$ cat src/rtl/orv64_ptw_cache_arb.sv
// Round-robin arbiter joining the ITLB/DTLB/VTLB walker cache ports onto one D-cache port.
// D-cache responses return in order and are steered back through an in-order source-ID FIFO.
package orv64_ptw_cache_pkg;
    localparam int ORV64_IPTW_SRC_ID = 0;
    localparam int ORV64_DPTW_SRC_ID = 1;
    localparam int ORV64_VPTW_SRC_ID = 2;

    typedef struct packed {
        logic [39:0] paddr;
        logic [3:0]  req_type;
        logic [7:0]  req_tid;
    } cpu_cache_if_req_t;

    typedef struct packed {
        logic [63:0] rd_data;
        logic [7:0]  resp_tid;
    } cpu_cache_if_resp_t;
endpackage

module orv64_ptw_cache_arb
    import orv64_ptw_cache_pkg::*;
#(
    parameter int N_OUTSTANDING = 4,
    parameter int N_PORTS       = 3
) (
    input  logic                              clk,
    input  logic                              rstn,
    input  logic [2:0]                        ptw_req_valid,
    input  cpu_cache_if_req_t [2:0]           ptw_req,
    output logic [2:0]                        ptw_req_ready,
    output logic [2:0]                        ptw_resp_valid,
    output cpu_cache_if_resp_t [2:0]          ptw_resp,
    input  logic [2:0]                        ptw_resp_ready,
    output logic                              dc_req_valid,
    output cpu_cache_if_req_t                 dc_req,
    input  logic                              dc_req_ready,
    input  logic                              dc_resp_valid,
    input  cpu_cache_if_resp_t                dc_resp,
    output logic                              dc_resp_ready,
    output logic [$clog2(N_OUTSTANDING):0]    outstanding_cnt,
    output logic                              err_unexpected_resp
);

    localparam int PTR_W = $clog2(N_OUTSTANDING);
    localparam int CNT_W = PTR_W + 1;

    function automatic logic [1:0] next_port(input logic [1:0] p);
        return (p == 2'd2) ? 2'd0 : p + 2'd1;
    endfunction

    logic [1:0]       rr_ptr_q, rr_ptr_d;
    logic             lock_q, lock_d;
    logic [1:0]       locked_id_q, locked_id_d;
    logic [PTR_W-1:0] wr_ptr_q, wr_ptr_d;
    logic [PTR_W-1:0] rd_ptr_q, rd_ptr_d;
    logic [CNT_W-1:0] count_q, count_d;
    logic             err_q, err_d;
    logic [1:0]       fifo_q [N_OUTSTANDING];
    logic [1:0]       fifo_d [N_OUTSTANDING];

    logic [1:0] cand;
    logic [1:0] scan_idx;
    logic       found;
    logic [1:0] grant;
    logic [1:0] head;
    logic       full;
    logic       empty;
    logic       push;
    logic       pop;

    assign full  = (count_q == CNT_W'(N_OUTSTANDING));
    assign empty = (count_q == '0);
    assign head  = fifo_q[rd_ptr_q];

    // First valid walker starting at the round-robin pointer; an idle scan falls back to the pointer.
    always_comb begin
        cand     = rr_ptr_q;
        scan_idx = rr_ptr_q;
        found    = 1'b0;
        for (int k = 0; k < N_PORTS; k++) begin
            if (!found && ptw_req_valid[scan_idx]) begin
                cand  = scan_idx;
                found = 1'b1;
            end
            scan_idx = next_port(scan_idx);
        end
    end

    assign grant = lock_q ? locked_id_q : cand;

    always_comb begin
        dc_req        = ptw_req[grant];
        dc_req_valid  = rstn && ptw_req_valid[grant] && !full;
        ptw_req_ready = 3'b000;
        if (rstn && dc_req_ready && !full) begin
            ptw_req_ready[grant] = 1'b1;
        end
    end

    always_comb begin
        ptw_resp_valid = 3'b000;
        for (int i = 0; i < N_PORTS; i++) begin
            ptw_resp[i] = dc_resp;
        end
        if (rstn && dc_resp_valid && !empty) begin
            ptw_resp_valid[head] = 1'b1;
        end
        dc_resp_ready = rstn && !empty && ptw_resp_ready[head];
    end

    assign push = dc_req_valid && dc_req_ready;
    assign pop  = dc_resp_valid && dc_resp_ready;

    always_comb begin
        rr_ptr_d    = rr_ptr_q;
        lock_d      = lock_q;
        locked_id_d = locked_id_q;
        wr_ptr_d    = wr_ptr_q;
        rd_ptr_d    = rd_ptr_q;
        count_d     = count_q;
        err_d       = err_q;
        fifo_d      = fifo_q;

        // A stalled request pins the grant so the D-cache never sees the payload switch mid-request.
        if (push) begin
            lock_d           = 1'b0;
            rr_ptr_d         = next_port(grant);
            fifo_d[wr_ptr_q] = grant;
            wr_ptr_d         = wr_ptr_q + PTR_W'(1);
        end else if (dc_req_valid && !dc_req_ready) begin
            lock_d      = 1'b1;
            locked_id_d = grant;
        end

        if (pop) begin
            rd_ptr_d = rd_ptr_q + PTR_W'(1);
        end

        case ({push, pop})
            2'b10:   count_d = count_q + CNT_W'(1);
            2'b01:   count_d = count_q - CNT_W'(1);
            default: count_d = count_q;
        endcase

        if (dc_resp_valid && empty) begin
            err_d = 1'b1;
        end
    end

    always_ff @(posedge clk or negedge rstn) begin
        if (!rstn) begin
            rr_ptr_q    <= 2'd0;
            lock_q      <= 1'b0;
            locked_id_q <= 2'd0;
            wr_ptr_q    <= '0;
            rd_ptr_q    <= '0;
            count_q     <= '0;
            err_q       <= 1'b0;
        end else begin
            rr_ptr_q    <= rr_ptr_d;
            lock_q      <= lock_d;
            locked_id_q <= locked_id_d;
            wr_ptr_q    <= wr_ptr_d;
            rd_ptr_q    <= rd_ptr_d;
            count_q     <= count_d;
            err_q       <= err_d;
        end
    end

    // Source-ID storage is only meaningful below count_q, so it carries no reset.
    always_ff @(posedge clk) begin
        fifo_q <= fifo_d;
    end

    assign outstanding_cnt     = count_q;
    assign err_unexpected_resp = err_q;

endmodule

$ cat config.mk
export PLATFORM = sky130hd
export DESIGN_NAME = orv64_ptw_cache_arb
export DESIGN_NICKNAME = d
export VERILOG_FILES = /design/src/rtl/orv64_ptw_cache_arb.sv
export SDC_FILE = /design/constraint.sdc
export NUM_CORES = 1
export LEC_CHECK = 0
export ABC_AREA = 1
export ABC_CLOCK_PERIOD_IN_PS = 3500
export CORE_AREA = 2 2 203 205
export DETAILED_ROUTE_END_ITERATION = 8
export DIE_AREA = 0 0 205 207
export HOLD_SLACK_MARGIN = 0.06
export PLACE_DENSITY = 0.5
export SLEW_MARGIN = 20
export SYNTH_ARGS = -nofsm -noshare
export SYNTH_HDL_FRONTEND = slang
export SYNTH_SLANG_ARGS = --single-unit
export TNS_END_PERCENT = 30
$ cat constraint.sdc
create_clock -name clk -period 3.5 [get_ports clk]
set_clock_uncertainty 0.1 [all_clocks]
set_input_delay 0.525 -clock clk [delete_from_list [all_inputs] [get_ports clk]]
set_output_delay 0.525 -clock clk [all_outputs]
set_load 0.1 [all_outputs]
==> metrics <==
CP Launch Type=flip-flop; commonest non-fill, non-tap cell in the layout=clkdlybuf4s50_1; # H-tree levels=1; Via-to-Cell Ratio=3.26; flop2flop setup slack=0.54 ns; Ports=518; Starting Density=9.94%; post-route DRC violation count=0; WHS Endpoint=err_unexpected_resp$_DFFE_PN0P_; cells after synthesis=622; Congestion Overflow GR=0; clock buffer depth=2; Clock Latency Late Sink=0.25 ns; fill count=4602; Synth-to-Final Area Change=61.1%; Synth Cell Area=4010 µm²; commonest non-fill, non-tap cells in the layout=clkdlybuf4s50_1, nand2_1, nand3_1; # diodes=0; Synth cell types=32; dpl cells=1167; M3 GR Usage=5.02%; Final Hold Viols=0; Mapped Avg Cell Area=6.45 µm²; Worst Setup End Kind=output pin; clock transition at the registers of the reported paths=0.06 ns; Synth Register Bits=21; Core ar.=40400 µm²; Starting DRT DRC Count=165; IO Port Bufs=229; Post-Layout Cell Count=1180; Slew HR=34.3%; first-pass GRT wire length=27000 µm; Async S/R FF share, synth=61.9%; DRT Pass-1 Iters=4; DP HPWL=16000 µm; Final nets=893; FF-to-FF Start=rr_ptr_q[0]$_DFFE_PN0P_; met1 Use GR=8.73%; clk sinks=21; GP Congestion=0.774; count of final setup violators=0; DIE WIDTH=205 µm; Required @ worst endpoint=2.87 ns; GR met2 Demand/Resource=14.9%; largest net degree at the start of global routing=28; largest fanout on the critical path=9; Yosys warning count=0; initial antenna violation count=0; DRT antenna net count=0; post-route cell area=6460 µm²; busiest grt layer=met2; CTS tree=yes; CP arrival=2.74 ns; Max Clk Rate=297 MHz; Hold Path Class=flip-flop to flip-flop; final worst-path cycle share=96.2%; share of cells above drive strength 1=21.1%; Seq/Total Area, Yosys=14.1%; root buf cell=clkbuf_16; min-delay src=err_unexpected_resp$_DFFE_PN0P_; FF-to-FF End=outstanding_cnt[2]$_DFFE_PN0P_; number of flops mapped to enable cells by yosys=8; Worst Reg-to-Reg Cells=20; vias in the first global route=4101; die area=42400 µm²; cts bufs inserted=3; Tot GR Track Use=8.55%; number of max-cap violations=0; slew at the pin with the worst max-slew slack=0.982 ns; Setup CP Type=flip-flop to output pin; RSZ-0062 raised after global routing=no; cts hold-fix bufs=0; Post-Syn Nets=866; WHS Path Cells=1; Routed WL per cell=16.3 µm; top_reg_cell synth=dfrtp_1; via count=3845; wirelength, routed=19300 µm; die height=207 µm; placed cell areas=6090 µm²; outcome=finished, final reports clean; # rows=74; Final min period=3.37 ns; fin. max-slew vios=0
metal layers:
layer	share of wire [%]	wire, µm
met1	34	6550
met2	48	9300
met3	15	2990
met4	2.3	448
met5	0	0
timing repair:
item                                    in CTS  in global routing
endpoints found under the hold margin        0                  0
pin swaps                                    2                  1
cloned                                       3                  0
setup buffers                                6                  0
resized for setup                           31                  3
endpoints found under the setup margin      11                 50
critical path, stage by stage, from the launching register on:
cell and delay (ns):
dfrtp_1 0.48, nor2_2 0.24, nand2_1 0.10, nand3_2 0.13, nand3_1 0.11, nand2_1 0.10, nand3_1 0.09, nand3_2 0.10
nand2_4 0.07, buf_12 0.15, nor2_8 0.16, buf_12 0.13, bufbuf_16 0.27, nand2_1 0.08, nand3_2 0.10, buf_12 0.18
sequential cells by signal, indices dropped and copies added (netlist names):
| name | cells |
|---|---|
| fifo_q | 8 |
| wr_ptr_q | 2 |
| rd_ptr_q | 2 |
| lock_q | 1 |
| err_unexpected_resp | 1 |
| locked_id_q | 2 |
| outstanding_cnt | 3 |
| rr_ptr_q | 2 |
synth_stat cells (3+ instances only):
library cell / count / area (µm²)
buf_1: 4 / 15.0
edfxtp_1: 8 / 240
dfrtp_1: 13 / 325
nand4_1: 4 / 25.0
ha_1: 5 / 62.6
buf_4: 223 / 1670
buf_2: 10 / 50.1
o21ai_1: 3 / 15.0
nand3_1: 125 / 626
nand2_2: 3 / 18.8
nor2_1: 15 / 56.3
nand2_1: 152 / 571
inv_1: 31 / 116
final cells by class:
| class | count | area [µm²] | area share [%] |
|---|---|---|---|
| Clock buffer | 3 | 75.1 | 1.16 |
| Sequential cell | 21 | 567 | 8.77 |
| Multi-Input combinational cell | 329 | 1700 | 26.3 |
| Tap cell | 532 | 666 | 10.3 |
| Inverter | 33 | 124 | 1.92 |
| Clock inverter | 1 | 5.00 | 0.0775 |
| Timing Repair Buffer | 261 | 3330 | 51.5 |
per-stage QoR:
step,TNS (ns),setup slack [ns],utilization [%],hold slack (ns)
2_1_floorplan,-0.638,-0.638,-,0.129
3_3_place_gp,-0.125,-0.0654,15.1,0.360
3_5_place_dp,-0.241,-0.0958,15.1,0.376
4_1_cts,0,0.0105,16.0,0.393
5_1_grt,0,0.0205,16.0,0.399
6_report,0,0.135,16.0,0.386
kinds of logic (layout without fill, tap and decap cells):
group                      after synthesis  count (layout)  synth area share, %
adders and majority gates                6               6                 2.06
AOI/OAI and AO/OA                       10              10                 1.47
and+or+nand+nor                        310             310                 34.9
DFF                                     21              21                 14.1
buffers and inverters                  272             298                 46.8
xor gates and xnor gates                 3               3                0.655
how the worst max path moves through the flow:
| stage | slack [ns] | end | start |
|---|---|---|---|
| after floorplan | -0.64 | ptw_resp_valid[2] | outstanding_cnt[0]$_DFFE_PN0P_ |
| after global placement | -0.07 | dc_req[35] | ptw_req_valid[2] |
| after detailed placement | -0.1 | dc_req[35] | ptw_req_valid[2] |
| after CTS | 0.01 | dc_req[20] | ptw_req_valid[0] |
| after global routing | 0.02 | dc_req[20] | rr_ptr_q[0]$_DFFE_PN0P_ |
| final | 0.13 | dc_req[20] | rr_ptr_q[0]$_DFFE_PN0P_ |
Power is not shown: default switching activity piles up to over one toggle a cycle in this logic, so the estimate is an artifact.
